File: src/rtl/seg7_scan_mux.sv
// Time-multiplexed 7-segment driver: scans one digit per scan_tick with an anode-off guard before each digit.
// Latency: seg/an registered; seg updates on the tick edge, anode enables GUARD+1 clocks after the tick.
// Backpressure: none; loads are always accepted into a single pending buffer (latest wins) and committed at frame wrap.
module seg7_scan_mux #(
  parameter int DIGITS   = 4,
  parameter int GUARD    = 4,
  parameter bit LZ_BLANK = 1'b1
) (
  input  logic                  clk,
  input  logic                  rst,
  input  logic                  scan_tick,
  input  logic [4*DIGITS-1:0]   bcd_in,
  input  logic                  load,
  output logic [DIGITS-1:0]     an,
  output logic [6:0]            seg,
  output logic                  frame_sync
);

  localparam int              IW         = $clog2(DIGITS);
  localparam logic [IW-1:0]   LAST_IDX   = IW'(DIGITS - 1);
  localparam logic [7:0]      GUARD_INIT = 8'(GUARD);
  localparam logic [6:0]      SEG_BLANK  = 7'h7F;

  logic [4*DIGITS-1:0] disp;
  logic [4*DIGITS-1:0] pending;
  logic                pending_valid;
  logic [IW-1:0]       idx;
  logic [7:0]          guard_cnt;
  logic                armed;

  logic                wrap;
  logic                commit;
  logic [IW-1:0]       idx_next;
  logic [4*DIGITS-1:0] disp_next;
  logic [3:0]          new_nib;
  logic                new_blank;
  logic                zero_run;
  logic [6:0]          seg_next;
  logic [DIGITS-1:0]   an_active;

  // Active-low hex decode; anything above 9 renders as a lone dash (segment g).
  function automatic logic [6:0] decode(input logic [3:0] nib);
    case (nib)
      4'd0:    decode = 7'h40;
      4'd1:    decode = 7'h79;
      4'd2:    decode = 7'h24;
      4'd3:    decode = 7'h30;
      4'd4:    decode = 7'h19;
      4'd5:    decode = 7'h12;
      4'd6:    decode = 7'h02;
      4'd7:    decode = 7'h78;
      4'd8:    decode = 7'h00;
      4'd9:    decode = 7'h10;
      default: decode = 7'h3F;
    endcase
  endfunction

  // Tick bookkeeping: next digit index, and whether this tick closes the frame and commits new data.
  always_comb begin
    wrap      = scan_tick && (idx == LAST_IDX);
    idx_next  = (idx == LAST_IDX) ? '0 : idx + 1'b1;
    commit    = wrap && (load || pending_valid);
    // A load coinciding with the wrap bypasses the pending buffer so the freshest value is shown.
    disp_next = !commit ? disp : (load ? bcd_in : pending);
    an_active = ~(DIGITS'(1) << idx);
  end

  // Select the digit about to be shown and decide leading-zero blanking from the post-commit display word.
  always_comb begin
    zero_run  = 1'b1;
    new_nib   = 4'd0;
    new_blank = 1'b0;
    for (int k = DIGITS - 1; k >= 0; k--) begin
      zero_run = zero_run && (disp_next[4*k +: 4] == 4'd0);
      if (idx_next == IW'(k)) begin
        new_nib   = disp_next[4*k +: 4];
        new_blank = LZ_BLANK && (k != 0) && zero_run;
      end
    end
    seg_next = new_blank ? SEG_BLANK : decode(new_nib);
  end

  // Scan state, guard countdown, double-buffered data and registered display outputs.
  always_ff @(posedge clk) begin
    if (rst) begin
      an            <= '1;
      seg           <= SEG_BLANK;
      frame_sync    <= 1'b0;
      disp          <= '0;
      pending       <= '0;
      pending_valid <= 1'b0;
      idx           <= LAST_IDX;
      guard_cnt     <= 8'd0;
      armed         <= 1'b0;
    end else begin
      frame_sync <= commit;
      disp       <= disp_next;

      if (scan_tick) begin
        idx       <= idx_next;
        an        <= '1;
        guard_cnt <= GUARD_INIT;
        seg       <= seg_next;
        armed     <= 1'b1;
      end else if (guard_cnt != 8'd0) begin
        guard_cnt <= guard_cnt - 8'd1;
        an        <= '1;
      end else if (armed) begin
        an <= an_active;
      end

      if (commit) begin
        pending_valid <= 1'b0;
      end else if (load) begin
        pending       <= bcd_in;
        pending_valid <= 1'b1;
      end
    end
  end

endmodule

File: config.mk
export PLATFORM = sky130hd
export DESIGN_NAME = seg7_scan_mux
export DESIGN_NICKNAME = d
export VERILOG_FILES = /design/src/rtl/seg7_scan_mux.sv
export SDC_FILE = /design/constraint.sdc
export NUM_CORES = 1
export LEC_CHECK = 0
export ABC_CLOCK_PERIOD_IN_PS = 3370
export CAP_MARGIN = 20
export CORE_AREA = 2 2 78 80
export CTS_CLUSTER_DIAMETER = 30
export DETAILED_ROUTE_END_ITERATION = 7
export DIE_AREA = 0 0 80 82
export MAX_ROUTING_LAYER = met4
export PLACE_DENSITY = 0.71
export SLEW_MARGIN = 15
export SYNTH_ARGS = -nofsm -noshare
export SYNTH_HDL_FRONTEND = slang
export SYNTH_SLANG_ARGS = --single-unit
File: constraint.sdc
create_clock -name clk -period 3.37 [get_ports clk]
set_input_delay 0.8425 -clock clk [delete_from_list [all_inputs] [get_ports clk]]
set_output_delay 0.8425 -clock clk [all_outputs]
set_load 0.02 [all_outputs]
# --- Word-level counts from Yosys, hierarchy flattened ---
# Memories as Yosys holds them, arrays and structs flattened.
# Cells that the tools add are included.
totals:
  reg_bits: 56
  mem_bits_ro: 112
  inputBits: 20
  out_inout_bits: 12
  elab_cells: 47
  n_memories: 1
memory_table:
  columns: ["memory", "words", "word_bits", "read_ports", "rd_clocked_by_memory_dff", "write_ports", "line_no", "text"]
  rows:
  - ["(name not given)", 16, 7, 1, 0, 0, "43", "case (nib)"]
op_classes:
  addsub: 2
  eq_ne: 4
  shift: 1
  muxes: 14
  n_bitwise: 1
  n_reduce_logical: 14
ops:
  columns: ["cell", "n"]
  rows:
  - ["16-bit two-way mux", 2]
  - ["4-bit two-way mux", 4]
  - ["4-bit logical NOT", 3]
  - ["8-bit nonzero test", 1]
  - ["8-bit by 1-bit subtractor with 8-bit output, second input constant", 1]
  - ["7-bit two-way mux", 1]
  - ["2-bit equality test, second input constant", 3]
  - ["3-bit two-way mux", 2]
  - ["1-bit logical AND", 4]
  - ["1-bit two-way mux", 4]
  - ["4-bit NOT", 1]
  - ["2-bit OR reduction", 2]
  - ["1-bit by 2-bit left shift with 4-bit output, first input constant", 1]
  - ["3-bit OR reduction", 1]
  - ["2-bit by 1-bit adder with 2-bit output, second input constant", 1]
  - ["2-bit by 1-bit equality test with 1-bit output, second input constant", 1]
  - ["2-bit logical NOT", 1]
  - ["2-bit two-way mux", 1]
  - ["2-bit nonzero test", 1]
  - ["1-bit logical OR", 1]

# --- Logic depth before layout (Yosys ltp) ---
# Gate-level depths: netlist of run 1.
depth:
  word_depth: 10
  mapped_depth: 14

# --- Least setup slack after synthesis of run 1 ---
# Ideal clock, no wire load.
synth_path:
  path_kind: "input to register"
  start: "in scan_tick"
  end: "reg seg[6]"
  setup_time_ps: 115
  arrival_ps: 2925
  path_slack_ps: 330
  cell_stages: 13
  n_path_buf: 3
  path_cell_list: "buf_4 o211a_1 buf_6 buf_2 mux2i_1 nand2_1 and3_1 a21oi_1 inv_1 ha_1 mux2_1 a21oi_1 nor2_1"
synth_between:
  elab_chain_len: 9
  word_cells_on_any_way: 18
  cone_classes: "10 x mux; 7 x reduce/logical; 1 x memory"
synth_rtl:
  columns: ["item", "line_no", "text"]
  rows:
  - ["start, declared", "11", "input logic scan_tick,"]
  - ["1-bit logical AND", "60", "wrap = scan_tick && (idx == LAST_IDX);"]
  - ["1-bit logical AND", "62", "commit = wrap && (load || pending_valid);"]
  - ["16-bit two-way mux", "64", "disp_next = !commit ? disp : (load ? bcd_in : pending);"]
  - ["4-bit two-way mux / 4-bit logical NOT (equally long branches)", "75, 74", null]
  - ["4-bit two-way mux (tied with other cells) (2 in series)", "75", "if (idx_next == IW'(k)) begin"]
  - ["4-bit two-way mux / 1-bit two-way mux (equally long branches)", "75", null]
  - ["memory 16 x 7 bit / 1-bit two-way mux (equally long branches)", null, null]
  - ["7-bit two-way mux", "80", "seg_next = new_blank ? SEG_BLANK : decode(new_nib);"]
  - ["end signal, assigned", "103", "seg <= seg_next;"]
  - ["end, declared", "15", "output logic [6:0] seg,"]
# Parallel ways exist; a longest one is shown, timed or not.
# A chain may end at the register's enable or synchronous reset.

# --- Worst setup path after layout of run 1 ---
# Same ends and word-level chain as after synthesis.

==> impl_metrics.xml, run 1 <==
<?xml version="1.0" encoding="UTF-8"?>
<metrics>
  <group name="die">
    <metric name="core_area" unit="um2">5750</metric>
    <metric name="pin_count" unit="">32</metric>
    <metric name="std_cell_rows" unit="">28</metric>
    <metric name="die_x" unit="um">80</metric>
    <metric name="dieHeight" unit="um">82</metric>
    <metric name="initial_core_util" unit="%">48.4</metric>
    <metric name="floorplan.die_area" unit="um2">6560</metric>
  </group>
  <group name="logic_synthesis">
    <metric name="synth_nets" unit="">355</metric>
    <metric name="yosys.cell_types.count" unit="">44</metric>
    <metric name="synth_sequential_area_ratio" unit="%">40.3</metric>
    <metric name="post_synth_instance_area" unit="um2">2780</metric>
    <metric name="post_synth.cell_area_avg" unit="um2">8.66</metric>
    <metric name="yosys_register_bits" unit="">56</metric>
    <metric name="synthCells" unit="">321</metric>
    <metric name="synth.yosys.warnings" unit="">0</metric>
  </group>
  <group name="timing">
    <metric name="rsz0062_at_grt" unit="">no</metric>
    <metric name="slew_violations" unit="">0</metric>
    <metric name="setup-violations-final" unit="">0</metric>
    <metric name="final.min_clock_period" unit="ns">3.13</metric>
    <metric name="fin_worst_skew" unit="ns">0.00929</metric>
    <metric name="setup_slack_of_the_critical_path_after_layout" unit="ns">0.244</metric>
    <metric name="timing.max_slew.rel_slack" unit="%">61.0</metric>
    <metric name="setup_total_negative_slack" unit="ns">0</metric>
    <metric name="worst_slew_pin_slew" unit="ns">0.584</metric>
    <metric name="final-hold-violation-count" unit="">0</metric>
    <metric name="timing.final.crit_share" unit="%">92.7</metric>
    <metric name="maxClockFrequency" unit="MHz">320</metric>
  </group>
  <group name="drt">
    <metric name="wl_per_cell" unit="um">13.2</metric>
    <metric name="vias" unit="">2239</metric>
    <metric name="postRouteWirelength" unit="um">5830</metric>
    <metric name="first_pass_iters" unit="">4</metric>
    <metric name="drt_drc_violations_left" unit="">0</metric>
    <metric name="drtAntennaViolNets" unit="">0</metric>
    <metric name="drt_iter0_markers" unit="">72</metric>
    <metric name="routed_via_density" unit="">5.09</metric>
  </group>
  <group name="final_layout">
    <metric name="final_design_area_excluding_fillers" unit="um2">3340</metric>
    <metric name="fillerInstances" unit="">522</metric>
    <metric name="final_net_count" unit="">399</metric>
    <metric name="number_of_antenna_diodes" unit="">0</metric>
    <metric name="fraction_of_layout_instances_using_a_drive_strength_above_1" unit="%">14.2</metric>
    <metric name="area_growth" unit="%">20.1</metric>
  </group>
  <group name="global_routing">
    <metric name="grt_pass1_vias" unit="">2129</metric>
    <metric name="number_of_antenna_violations_at_the_first_check_in_global_routing" unit="">0</metric>
    <metric name="maximum_number_of_pins_on_one_net_before_global_route_repair" unit="">30</metric>
    <metric name="wire_length_of_the_first_global_routing_pass" unit="um">9780</metric>
    <metric name="grt.total_usage" unit="%">19.6</metric>
    <metric name="global_route.overflow_total" unit="">0</metric>
  </group>
  <group name="worst_setup_path">
    <metric name="worst-endpoint-arrival" unit="ns">3.34</metric>
    <metric name="cp-start-kind" unit="">input port</metric>
    <metric name="path_max_fanout" unit="">7</metric>
    <metric name="worst-setup-path-type" unit="">input port to flop</metric>
    <metric name="cp-end-kind" unit="">flop</metric>
    <metric name="regToRegSetupSlack" unit="ns">0.54</metric>
    <metric name="critical_path_required" unit="ns">3.58</metric>
  </group>
  <group name="clock_tree">
    <metric name="cts.sink_count" unit="">56</metric>
    <metric name="htree_num_levels" unit="">2</metric>
    <metric name="clk-insertion-delay-late" unit="ns">0.32</metric>
    <metric name="clock_tree.buffer_depth" unit="">2</metric>
    <metric name="clock-root-buffer" unit="">sky130_fd_sc_hd__clkbuf_8</metric>
    <metric name="cts.clk_slew.worst_paths" unit="ns">0.10</metric>
    <metric name="cts_tree" unit="">built</metric>
    <metric name="holdBufCountCts" unit="">0</metric>
    <metric name="cts_inserted_buffers" unit="">5</metric>
  </group>
  <group name="place">
    <metric name="dpl_cell_area" unit="um2">3260</metric>
    <metric name="dp_slack" unit="ns">-0.117</metric>
    <metric name="gp_routability_congestion" unit="">0.814</metric>
    <metric name="dp_hpwl" unit="um">4240</metric>
    <metric name="portBuffers" unit="">31</metric>
  </group>
  <group name="power_and_ir_drop">
    <metric name="irDropWorstVdd" unit="mV">0.284</metric>
    <metric name="cellLeakagePower" unit="uW">0.00140</metric>
    <metric name="power" unit="uW">1570</metric>
    <metric name="pwr_density_cell" unit="nW/um2">471</metric>
  </group>
  <group name="worst_hold_path">
    <metric name="hold_path_class" unit="">flop to flop</metric>
  </group>
  <group name="run">
    <metric name="cap_viol_max_count" unit="">0</metric>
  </group>
  <group name="run_status">
    <metric name="outcome" unit="">completed</metric>
  </group>
</metrics>
worst max-delay path, cell delays in order:
cell	delay (ns)
sky130_fd_sc_hd__clkdlybuf4s50_1	0.51
sky130_fd_sc_hd__o211a_1	0.32
sky130_fd_sc_hd__buf_4	0.23
sky130_fd_sc_hd__mux2i_1	0.24
sky130_fd_sc_hd__nand2_1	0.07
sky130_fd_sc_hd__and3_1	0.17
sky130_fd_sc_hd__a21oi_1	0.16
sky130_fd_sc_hd__inv_1	0.11
sky130_fd_sc_hd__ha_1	0.19
sky130_fd_sc_hd__mux2_1	0.28
sky130_fd_sc_hd__a21oi_1	0.16
sky130_fd_sc_hd__nor2_1	0.06
layer usage:
| layer | global-route usage [%] | share of wire [%] | up-vias |
|---|---|---|---|
| li1 | - | - | 1180 |
| met1 | 24.4 | 49 | 1022 |
| met2 | 31.7 | 46 | 31 |
| met3 | 3.74 | 2.8 | 6 |
| met4 | 7.63 | 1.6 | 0 |
| met5 | - | 0 | - |
where the power goes:
| part | internal (uW) | switching, uW |
|---|---|---|
| clock | 142 | 221 |
| combinational | 213 | 238 |
| sequential | 720 | 39.6 |
cells in the mapped netlist:
| cell | number | share of area, % |
|---|---|---|
| sky130_fd_sc_hd__dfxtp_1 | 56 | 40 |
| sky130_fd_sc_hd__nand2_1 | 53 | 7.2 |
| sky130_fd_sc_hd__nor2_1 | 41 | 5.5 |
| sky130_fd_sc_hd__a21oi_1 | 31 | 5.6 |
| sky130_fd_sc_hd__ha_1 | 14 | 6.3 |
| sky130_fd_sc_hd__mux2_2 | 13 | 5.3 |
| sky130_fd_sc_hd__mux2i_1 | 13 | 4.7 |
| sky130_fd_sc_hd__inv_1 | 11 | 1.5 |
| sky130_fd_sc_hd__clkbuf_1 | 9 | 1.2 |
| sky130_fd_sc_hd__o21ai_0 | 8 | 1.4 |
| sky130_fd_sc_hd__and2_1 | 6 | 1.4 |
| sky130_fd_sc_hd__nor3_1 | 6 | 1.1 |
| sky130_fd_sc_hd__o211ai_1 | 5 | 1.4 |
| sky130_fd_sc_hd__buf_6 | 4 | 1.6 |
| sky130_fd_sc_hd__nand2b_1 | 4 | 0.90 |
| sky130_fd_sc_hd__buf_2 | 3 | 0.54 |
| sky130_fd_sc_hd__mux2_1 | 3 | 1.2 |
| sky130_fd_sc_hd__nand3_1 | 3 | 0.54 |
| sky130_fd_sc_hd__nor4_1 | 3 | 0.68 |
| sky130_fd_sc_hd__xnor2_1 | 3 | 0.95 |
| sky130_fd_sc_hd__xor2_1 | 3 | 0.95 |
| sky130_fd_sc_hd__a211oi_1 | 2 | 0.54 |
| sky130_fd_sc_hd__a221o_1 | 2 | 0.72 |
| sky130_fd_sc_hd__a22oi_1 | 2 | 0.54 |
| sky130_fd_sc_hd__mux2_4 | 2 | 1.1 |
| sky130_fd_sc_hd__o211a_1 | 2 | 0.72 |
| sky130_fd_sc_hd__or3_1 | 2 | 0.45 |
| sky130_fd_sc_hd__a21boi_2 | 1 | 0.41 |
| sky130_fd_sc_hd__a21oi_2 | 1 | 0.32 |
| sky130_fd_sc_hd__a221oi_2 | 1 | 0.54 |
| sky130_fd_sc_hd__a31oi_1 | 1 | 0.23 |
| sky130_fd_sc_hd__and3_1 | 1 | 0.23 |
| sky130_fd_sc_hd__buf_4 | 1 | 0.27 |
| sky130_fd_sc_hd__nand3b_1 | 1 | 0.27 |
| sky130_fd_sc_hd__nor2_4 | 1 | 0.41 |
| sky130_fd_sc_hd__nor2b_1 | 1 | 0.23 |
| sky130_fd_sc_hd__o21ai_2 | 1 | 0.32 |
| sky130_fd_sc_hd__o221ai_1 | 1 | 0.32 |
| sky130_fd_sc_hd__o22ai_1 | 1 | 0.23 |
| sky130_fd_sc_hd__o311ai_4 | 1 | 0.95 |
| sky130_fd_sc_hd__o32ai_1 | 1 | 0.32 |
| sky130_fd_sc_hd__o41ai_1 | 1 | 0.32 |
| sky130_fd_sc_hd__or2_2 | 1 | 0.23 |
| sky130_fd_sc_hd__or4_1 | 1 | 0.27 |
kinds of logic after synthesis:
group / share of synthesized area, %
AO/OA/AOI/OAI: 14.8
XOR/XNOR: 1.89
adder cells (fa/ha/maj): 6.30
buffers and inverters: 5.13
flip-flops: 40.3
multiplexers: 12.2
AND/OR/NAND/NOR: 19.3
through the flow:
stage,hold slack (ns),std cells,utilization [%]
after floorplan,0.434,321,-
after global placement,0.440,433,56.7
after detailed placement,0.446,433,56.7
after CTS,0.460,440,58.1
after global routing,0.484,440,58.1
final,0.459,440,58.1
sequential cells by signal, summed over array words and instances, names as in the netlist:
register / cells
idx: 2
frame_sync: 1
guard_cnt: 8
pending_valid: 1
an: 4
pending: 16
disp: 16
seg: 7
armed: 1
cell usage in the layout, fill, tap and decap left out, drive strengths merged, types with 5 or more instances in the layout:
cell	synthesis	layout
a21oi	32	32
o211ai	5	5
and2	6	6
inv	11	11
mux2i	13	13
clkdlybuf4s50	0	30
dfxtp	56	56
mux2	18	18
nor3	6	6
nor2	42	42
o21ai	9	9
clkbuf	9	5
nand2	53	53
buf	8	23
ha	14	14
what timing repair did:
action                                 in CTS  in global routing
buffers inserted                            0                  0
endpoints found under the hold margin       0                  0
gates resized for setup                     0                  1
setup endpoints to repair                   0                  1
final cells by class:
| type | count | area, um2 | share of cell area [%] |
|---|---|---|---|
| well taps | 75 | 93.8 | 2.81 |
| inverters | 11 | 41.3 | 1.24 |
| multi-input cells | 237 | 1520 | 45.4 |
| flip-flops and latches | 56 | 1120 | 33.6 |
| clock buffers | 5 | 68.8 | 2.06 |
| clock inverters | 2 | 12.5 | 0.375 |
| repair buffers | 54 | 485 | 14.5 |
worst paths after layout:
| path | depth (start not counted) | endpoint | startpoint |
|---|---|---|---|
| setup / recovery | 12 | seg[6] | scan_tick |
| hold / removal | 2 | pending[3] | pending[3] |
| setup reg to reg | 12 | seg[6] | idx[0] |
| hold reg to reg | 2 | pending[3] | pending[3] |
Power figures use the tool's default switching activity.
==> inputs of run 2 (changes only) <==
CELL_PAD_IN_SITES_DETAIL_PLACEMENT = 1   (was default)
CELL_PAD_IN_SITES_GLOBAL_PLACEMENT = 1   (was default)
CORE_AREA = 2 2 72 102   (was 2 2 78 80)
DIE_AREA = 0 0 74 104   (was 0 0 80 82)
PLACE_DENSITY = default   (was 0.71)
PLACE_DENSITY_LB_ADDON = 0.1   (was default)
==> impl_metrics.xml, run 2 (synthesized netlist as in run 1, its figures left out) <==
<?xml version="1.0" encoding="UTF-8"?>
<metrics>
  <group name="run_status">
    <metric name="outcome" unit="">completed</metric>
  </group>
  <group name="final_layout">
    <metric name="fillerInstances" unit="">831</metric>
    <metric name="final_common_cell" unit="">sky130_fd_sc_hd__dfxtp_1</metric>
    <metric name="final_design_area_excluding_fillers" unit="um2">3380</metric>
    <metric name="area_growth" unit="%">21.4</metric>
    <metric name="fraction_of_layout_instances_using_a_drive_strength_above_1" unit="%">14.4</metric>
    <metric name="number_of_antenna_diodes" unit="">0</metric>
    <metric name="final_cell_mix" unit="">sky130_fd_sc_hd__dfxtp_1, sky130_fd_sc_hd__nand2_1, sky130_fd_sc_hd__nor2_1</metric>
    <metric name="final_net_count" unit="">395</metric>
    <metric name="layout_top_registers" unit="">disp x16, pending x16, guard_cnt x8</metric>
    <metric name="layout.core_utilization" unit="%">49.6</metric>
  </group>
  <group name="worst_setup_path">
    <metric name="path_max_fanout" unit="">7</metric>
    <metric name="critPathBufInv" unit="">3</metric>
    <metric name="worst-endpoint-arrival" unit="ns">3.47</metric>
    <metric name="cp-start-kind" unit="">input port</metric>
    <metric name="critical_path.slowest_cell" unit="">sky130_fd_sc_hd__clkdlybuf4s50_1</metric>
    <metric name="path_delay_family" unit="">multiplexers</metric>
    <metric name="max_stage_delay" unit="ns">0.53</metric>
    <metric name="cp-end-kind" unit="">flop</metric>
    <metric name="worst-setup-path-type" unit="">input port to flop</metric>
    <metric name="cells_along_the_critical_path" unit="">clkdlybuf4s50_1 &gt; buf_4 &gt; mux2_2 &gt; mux2_4 &gt; a221o_1 &gt; a21boi_2 &gt; inv_1 &gt; ha_1 &gt; mux2_1 &gt; a21oi_1 &gt; nor2_1</metric>
    <metric name="critical_path_required" unit="ns">3.58</metric>
  </group>
  <group name="timing">
    <metric name="fin_worst_skew" unit="ns">0.00395</metric>
    <metric name="timing.max_slew.rel_slack" unit="%">58.8</metric>
    <metric name="setup-violations-final" unit="">0</metric>
    <metric name="maxClockFrequency" unit="MHz">307</metric>
    <metric name="slew_violations" unit="">0</metric>
    <metric name="setup_slack_of_the_critical_path_after_layout" unit="ns">0.109</metric>
    <metric name="timing.final.crit_share" unit="%">96.8</metric>
    <metric name="final.min_clock_period" unit="ns">3.26</metric>
    <metric name="worst_slew_pin_slew" unit="ns">0.618</metric>
    <metric name="fin_hold_ws" unit="ns">0.460</metric>
    <metric name="final-hold-violation-count" unit="">0</metric>
  </group>
  <group name="clock_tree">
    <metric name="cts.sink_count" unit="">56</metric>
    <metric name="htree_num_levels" unit="">2</metric>
    <metric name="cts.clk_slew.worst_paths" unit="ns">0.10</metric>
    <metric name="clock-root-buffer" unit="">sky130_fd_sc_hd__clkbuf_8</metric>
    <metric name="clock_tree.buffer_depth" unit="">2</metric>
    <metric name="cts_inserted_buffers" unit="">5</metric>
    <metric name="clk-insertion-delay-late" unit="ns">0.31</metric>
    <metric name="cts_tree" unit="">built</metric>
  </group>
  <group name="global_routing">
    <metric name="grt_pass1_vias" unit="">2405</metric>
    <metric name="number_of_antenna_violations_at_the_first_check_in_global_routing" unit="">0</metric>
    <metric name="wire_length_of_the_first_global_routing_pass" unit="um">11200</metric>
    <metric name="global_route.overflow_total" unit="">0</metric>
    <metric name="grt.total_usage" unit="%">18.6</metric>
    <metric name="maximum_number_of_pins_on_one_net_before_global_route_repair" unit="">30</metric>
  </group>
  <group name="die">
    <metric name="die_x" unit="um">74</metric>
    <metric name="floorplan.die_area" unit="um2">7700</metric>
    <metric name="dieHeight" unit="um">104</metric>
    <metric name="core_area" unit="um2">6800</metric>
    <metric name="initial_core_util" unit="%">40.9</metric>
    <metric name="std_cell_rows" unit="">36</metric>
    <metric name="pin_count" unit="">32</metric>
  </group>
  <group name="place">
    <metric name="dp_slack" unit="ns">-0.222</metric>
    <metric name="portBuffers" unit="">31</metric>
    <metric name="dpl_cell_area" unit="um2">3250</metric>
    <metric name="dp_hpwl" unit="um">4970</metric>
    <metric name="gp_routability_congestion" unit="">0.843</metric>
  </group>
  <group name="worst_hold_path">
    <metric name="hold_path_class" unit="">flop to flop</metric>
  </group>
  <group name="power_and_ir_drop">
    <metric name="power" unit="uW">1610</metric>
    <metric name="cellLeakagePower" unit="uW">0.00138</metric>
    <metric name="pwr_density_cell" unit="nW/um2">476</metric>
    <metric name="irDropWorstVdd" unit="mV">0.257</metric>
  </group>
  <group name="drt">
    <metric name="wl_per_cell" unit="um">14.5</metric>
    <metric name="drtAntennaViolNets" unit="">0</metric>
    <metric name="drt_iter0_markers" unit="">52</metric>
    <metric name="drt_drc_violations_left" unit="">0</metric>
    <metric name="postRouteWirelength" unit="um">6610</metric>
    <metric name="vias" unit="">2272</metric>
    <metric name="first_pass_iters" unit="">3</metric>
    <metric name="routed_via_density" unit="">4.97</metric>
  </group>
  <group name="run">
    <metric name="cap_viol_max_count" unit="">0</metric>
  </group>
</metrics>
-- run 2: routing by layer --
| layer | part of all wire, % | global-route usage [%] | vias to the layer above |
|---|---|---|---|
| met1 | 44 | 22.4 | 1080 |
| met2 | 53 | 32.3 | 20 |
| li1 | - | - | 1166 |
| met3 | 1.4 | 2.03 | 6 |
| met4 | 1.2 | 4.68 | 0 |
| met5 | 0 | - | - |
-- run 2: worst paths after layout --
path,from,endpoint,slack [ns],depth (start not counted)
hold / removal,pending[7],pending[7],0.46,2
hold reg to reg,pending[7],pending[7],0.46,2
setup / recovery,load,seg[6],0.11,11
setup reg to reg,idx[0],seg[6],0.58,12
-- run 2: tightest hold or removal path, stage by stage, from the launching register on --
cell                      delay (ns)
sky130_fd_sc_hd__dfxtp_1        0.32
sky130_fd_sc_hd__nand2_1        0.05
sky130_fd_sc_hd__a21oi_1        0.05
-- run 2: through the flow --
| stage | cells | TNS, ns |
|---|---|---|
| 2_1_floorplan | 321 | 0 |
| 3_3_place_gp | 449 | -0.175 |
| 3_5_place_dp | 449 | -0.868 |
| 4_1_cts | 457 | 0 |
| 5_1_grt | 457 | -0.00390 |
| 6_report | 457 | 0 |
-- run 2: final cells by class --
cell class                      count  area (um2)  share of cell area [%]
Multi-Input combinational cell    237        1550                    45.9
Sequential cell                    56        1120                    33.2
Timing Repair Buffer               50         453                    13.4
Tap cell                           95         119                    3.52
Clock buffer                        6        82.6                    2.45
Inverter                           11        41.3                    1.22
Clock inverter                      2        10.0                   0.297
-- run 2: timing repair --
action,CTS,global route
hold buffers,0,0
resized for setup,0,6
buffers inserted,0,0
setup endpoints to repair,0,3
-- run 2: where the power goes --
part / internal (uW) / leakage, uW / switching (uW) / total [uW]
Sequential: 720 / 0.000459 / 40.5 / 761
Combinational: 214 / 0.000868 / 247 / 461
Clock: 165 / 0.0000510 / 219 / 384
==> inputs of run 3 (changes only) <==
ABC_AREA = 1   (was default)
CORE_AREA = 2 2 75 106   (was 2 2 72 102)
DIE_AREA = 0 0 77 108   (was 0 0 74 104)
==> impl_metrics.xml, run 3 <==
<?xml version="1.0" encoding="UTF-8"?>
<metrics>
  <group name="run_status">
    <metric name="outcome" unit="">completed</metric>
  </group>
  <group name="logic_synthesis">
    <metric name="yosysTopAreaCell" unit="">sky130_fd_sc_hd__dfxtp_1</metric>
    <metric name="synth_commonest_cells" unit="">sky130_fd_sc_hd__nand2_1, sky130_fd_sc_hd__inv_1, sky130_fd_sc_hd__dfxtp_1, sky130_fd_sc_hd__nor2_1, sky130_fd_sc_hd__nand3_1</metric>
    <metric name="synth_sequential_area_ratio" unit="%">39.2</metric>
    <metric name="synth_async_sr_flop_share" unit="%">0</metric>
    <metric name="yosys.cell_types.count" unit="">32</metric>
    <metric name="synth_enable_flop_cells" unit="">0</metric>
    <metric name="synth_top_area_share" unit="%">39.2</metric>
    <metric name="synthCells" unit="">407</metric>
    <metric name="synth.yosys.warnings" unit="">0</metric>
    <metric name="synth-main-ff-cell" unit="">sky130_fd_sc_hd__dfxtp_1</metric>
    <metric name="synth.area.top_cells" unit="">sky130_fd_sc_hd__dfxtp_1, sky130_fd_sc_hd__nand2_1, sky130_fd_sc_hd__inv_1</metric>
    <metric name="post_synth.cell_area_avg" unit="um2">7.02</metric>
    <metric name="post_synth_instance_area" unit="um2">2860</metric>
    <metric name="yosys_register_bits" unit="">56</metric>
    <metric name="synthMostInstantiatedCell" unit="">sky130_fd_sc_hd__nand2_1</metric>
    <metric name="synth_nets" unit="">441</metric>
  </group>
  <group name="die">
    <metric name="floorplan.die_area" unit="um2">8320</metric>
    <metric name="core_area" unit="um2">7310</metric>
    <metric name="pin_count" unit="">32</metric>
    <metric name="initial_core_util" unit="%">39.1</metric>
    <metric name="dieHeight" unit="um">108</metric>
    <metric name="die_x" unit="um">77</metric>
    <metric name="std_cell_rows" unit="">37</metric>
  </group>
  <group name="worst_hold_path">
    <metric name="holdPathEnd" unit="">pending[7]</metric>
    <metric name="hold_depth" unit="">2</metric>
    <metric name="hold_path_class" unit="">flop to flop</metric>
    <metric name="hp-start" unit="">pending[7]</metric>
  </group>
  <group name="clock_tree">
    <metric name="clk-insertion-delay-late" unit="ns">0.31</metric>
    <metric name="cts.clk_slew.worst_paths" unit="ns">0.10</metric>
    <metric name="postCtsResizedCells" unit="">0</metric>
    <metric name="htree_num_levels" unit="">2</metric>
    <metric name="cts.sink_count" unit="">56</metric>
    <metric name="cts_setup_buffers" unit="">0</metric>
    <metric name="clock-root-buffer" unit="">sky130_fd_sc_hd__clkbuf_8</metric>
    <metric name="cts_inserted_buffers" unit="">5</metric>
    <metric name="cts_tree" unit="">built</metric>
    <metric name="clock_tree.buffer_depth" unit="">2</metric>
    <metric name="holdBufCountCts" unit="">0</metric>
  </group>
  <group name="timing">
    <metric name="fin_hold_ws" unit="ns">0.464</metric>
    <metric name="slew_violations" unit="">0</metric>
    <metric name="worst_slew_pin_slew" unit="ns">0.465</metric>
    <metric name="final.min_clock_period" unit="ns">2.96</metric>
    <metric name="timing.final.crit_share" unit="%">87.7</metric>
    <metric name="setup-violations-final" unit="">0</metric>
    <metric name="fin_worst_skew" unit="ns">0.00637</metric>
    <metric name="rsz0062_at_grt" unit="">no</metric>
    <metric name="timing.max_slew.rel_slack" unit="%">68.7</metric>
    <metric name="maxClockFrequency" unit="MHz">338</metric>
    <metric name="final-hold-violation-count" unit="">0</metric>
    <metric name="setup_total_negative_slack" unit="ns">0</metric>
  </group>
  <group name="global_routing">
    <metric name="grt_pass1_vias" unit="">2740</metric>
    <metric name="global_route.overflow_total" unit="">0</metric>
    <metric name="number_of_antenna_violations_at_the_first_check_in_global_routing" unit="">0</metric>
    <metric name="grt.total_usage" unit="%">18.8</metric>
    <metric name="wire_length_of_the_first_global_routing_pass" unit="um">12300</metric>
    <metric name="maximum_number_of_pins_on_one_net_before_global_route_repair" unit="">20</metric>
  </group>
  <group name="drt">
    <metric name="drt_iter0_markers" unit="">60</metric>
    <metric name="postRouteWirelength" unit="um">7060</metric>
    <metric name="routed_via_density" unit="">4.81</metric>
    <metric name="first_pass_iters" unit="">4</metric>
    <metric name="drt_drc_violations_left" unit="">0</metric>
    <metric name="drtAntennaViolNets" unit="">0</metric>
    <metric name="vias" unit="">2597</metric>
    <metric name="wl_per_cell" unit="um">13.1</metric>
  </group>
  <group name="worst_setup_path">
    <metric name="cp-end-kind" unit="">flop</metric>
    <metric name="worst-setup-path-type" unit="">input port to flop</metric>
    <metric name="cp_common_cell" unit="">sky130_fd_sc_hd__nand2_1</metric>
    <metric name="max_stage_delay" unit="ns">0.51</metric>
    <metric name="critical_path.slowest_cell" unit="">sky130_fd_sc_hd__clkdlybuf4s50_1</metric>
    <metric name="worst-endpoint-arrival" unit="ns">3.17</metric>
    <metric name="cells_along_the_critical_path" unit="">clkdlybuf4s50_1 &gt; buf_4 &gt; o21ai_0 &gt; nand2_1 &gt; nand2_1 &gt; o21ai_0 &gt; inv_1 &gt; nand2_1 &gt; nand2_1 &gt; inv_1 &gt; ha_1 &gt; nand2_1 &gt; nand3_1 &gt; nand3_1 &gt; nand2_1 &gt; inv_1</metric>
    <metric name="worst_r2r_endpoint" unit="">seg[4]</metric>
    <metric name="cp-start-kind" unit="">input port</metric>
    <metric name="worstRegToRegCells" unit="">16</metric>
    <metric name="critical_path_required" unit="ns">3.59</metric>
    <metric name="regToRegSetupSlack" unit="ns">0.86</metric>
    <metric name="path_max_fanout" unit="">13</metric>
    <metric name="worst_r2r_startpoint" unit="">idx[0]</metric>
  </group>
  <group name="final_layout">
    <metric name="layout_top_registers" unit="">disp x16, pending x16, guard_cnt x8</metric>
    <metric name="final_common_cell" unit="">sky130_fd_sc_hd__nand2_1</metric>
    <metric name="area_growth" unit="%">18.9</metric>
    <metric name="multiInputGateArea" unit="um2">1430</metric>
    <metric name="fillerInstances" unit="">983</metric>
    <metric name="number_of_antenna_diodes" unit="">0</metric>
    <metric name="final-seq-area" unit="um2">1120</metric>
    <metric name="fraction_of_layout_instances_using_a_drive_strength_above_1" unit="%">9.93</metric>
    <metric name="layout.core_utilization" unit="%">46.5</metric>
    <metric name="final_net_count" unit="">476</metric>
    <metric name="final_cell_mix" unit="">sky130_fd_sc_hd__nand2_1, sky130_fd_sc_hd__inv_1, sky130_fd_sc_hd__dfxtp_1</metric>
  </group>
  <group name="place">
    <metric name="portBuffers" unit="">31</metric>
    <metric name="gp_routability_congestion" unit="">0.803</metric>
    <metric name="dp_hpwl" unit="um">5540</metric>
  </group>
  <group name="power_and_ir_drop">
    <metric name="pwr_density_cell" unit="nW/um2">551</metric>
    <metric name="irDropWorstVdd" unit="mV">0.357</metric>
    <metric name="cellLeakagePower" unit="uW">0.00164</metric>
  </group>
  <group name="run">
    <metric name="cap_viol_max_count" unit="">0</metric>
  </group>
</metrics>
-- run 3: changes by cell type after synthesis, sizes merged, moves of 8 or more --
cell,change
nand2,+81
o21ai,+12
a21oi,-14
nand3,+23
mux2,-18
inv,+49
nor2,-8
mux2i,-13
-- run 3: critical path: cells and delay by family --
kind / cells / cell delay [ns]
AO/OA/AOI/OAI: 2 / 0.40
adder cells (fa/ha/maj): 1 / 0.28
buffers and inverters: 5 / 0.94
AND/OR/NAND/NOR: 8 / 0.72
-- run 3: kinds of logic after synthesis --
kind of cell	Yosys count	synth area share, %
flops	56	39.2
xor+xnor	3	0.919
buf+inv	71	10.7
simple gates	206	31.2
compound gates	57	11.9
fa+ha+maj	14	6.13
-- run 3: power breakdown --
part           switching [uW]  internal, uW  total, uW
clock                     227           243        471
combinational             359           245        604
sequential               49.6           750        800
total                     635          1240       1870
-- run 3: layout make-up --
cell class | count | share of cell area [%]
clock inverter | 2 | 1.14
sequential | 56 | 33.0
timing repair buffer | 38 | 11.0
multi-input combinational | 280 | 42.1
inverter | 61 | 6.73
tap | 97 | 3.57
clock buffer | 6 | 2.43
-- run 3: worst max path at each step --
stage                     cells after the start     end  start  slack (ns)
after floorplan                              16  seg[3]   load        0.95
after global placement                       16  seg[3]   load        0.16
after detailed placement                     16  seg[3]   load        0.13
after CTS                                    16  seg[3]   load        0.40
after global routing                         16  seg[3]   load        0.12
final                                        16  seg[3]   load        0.41
-- run 3: metrics by stage --
step                setup slack (ns)  total power, uW  instance area (um2)  cells
CTS                            0.398             1910                 3400    540
floorplan                      0.948             1250                 2860    407
detailed placement             0.130             1430                 3280    532
finish                         0.415             1870                 3400    540
global placement               0.164             1410                 3280    532
global route                   0.118             2030                 3400    540
-- run 3: routing by layer --
metal,global-route usage (%),wire length (um)
met1,20.0,2980
met4,7.40,183
met2,35.1,3780
met3,2.67,117
met5,-,0
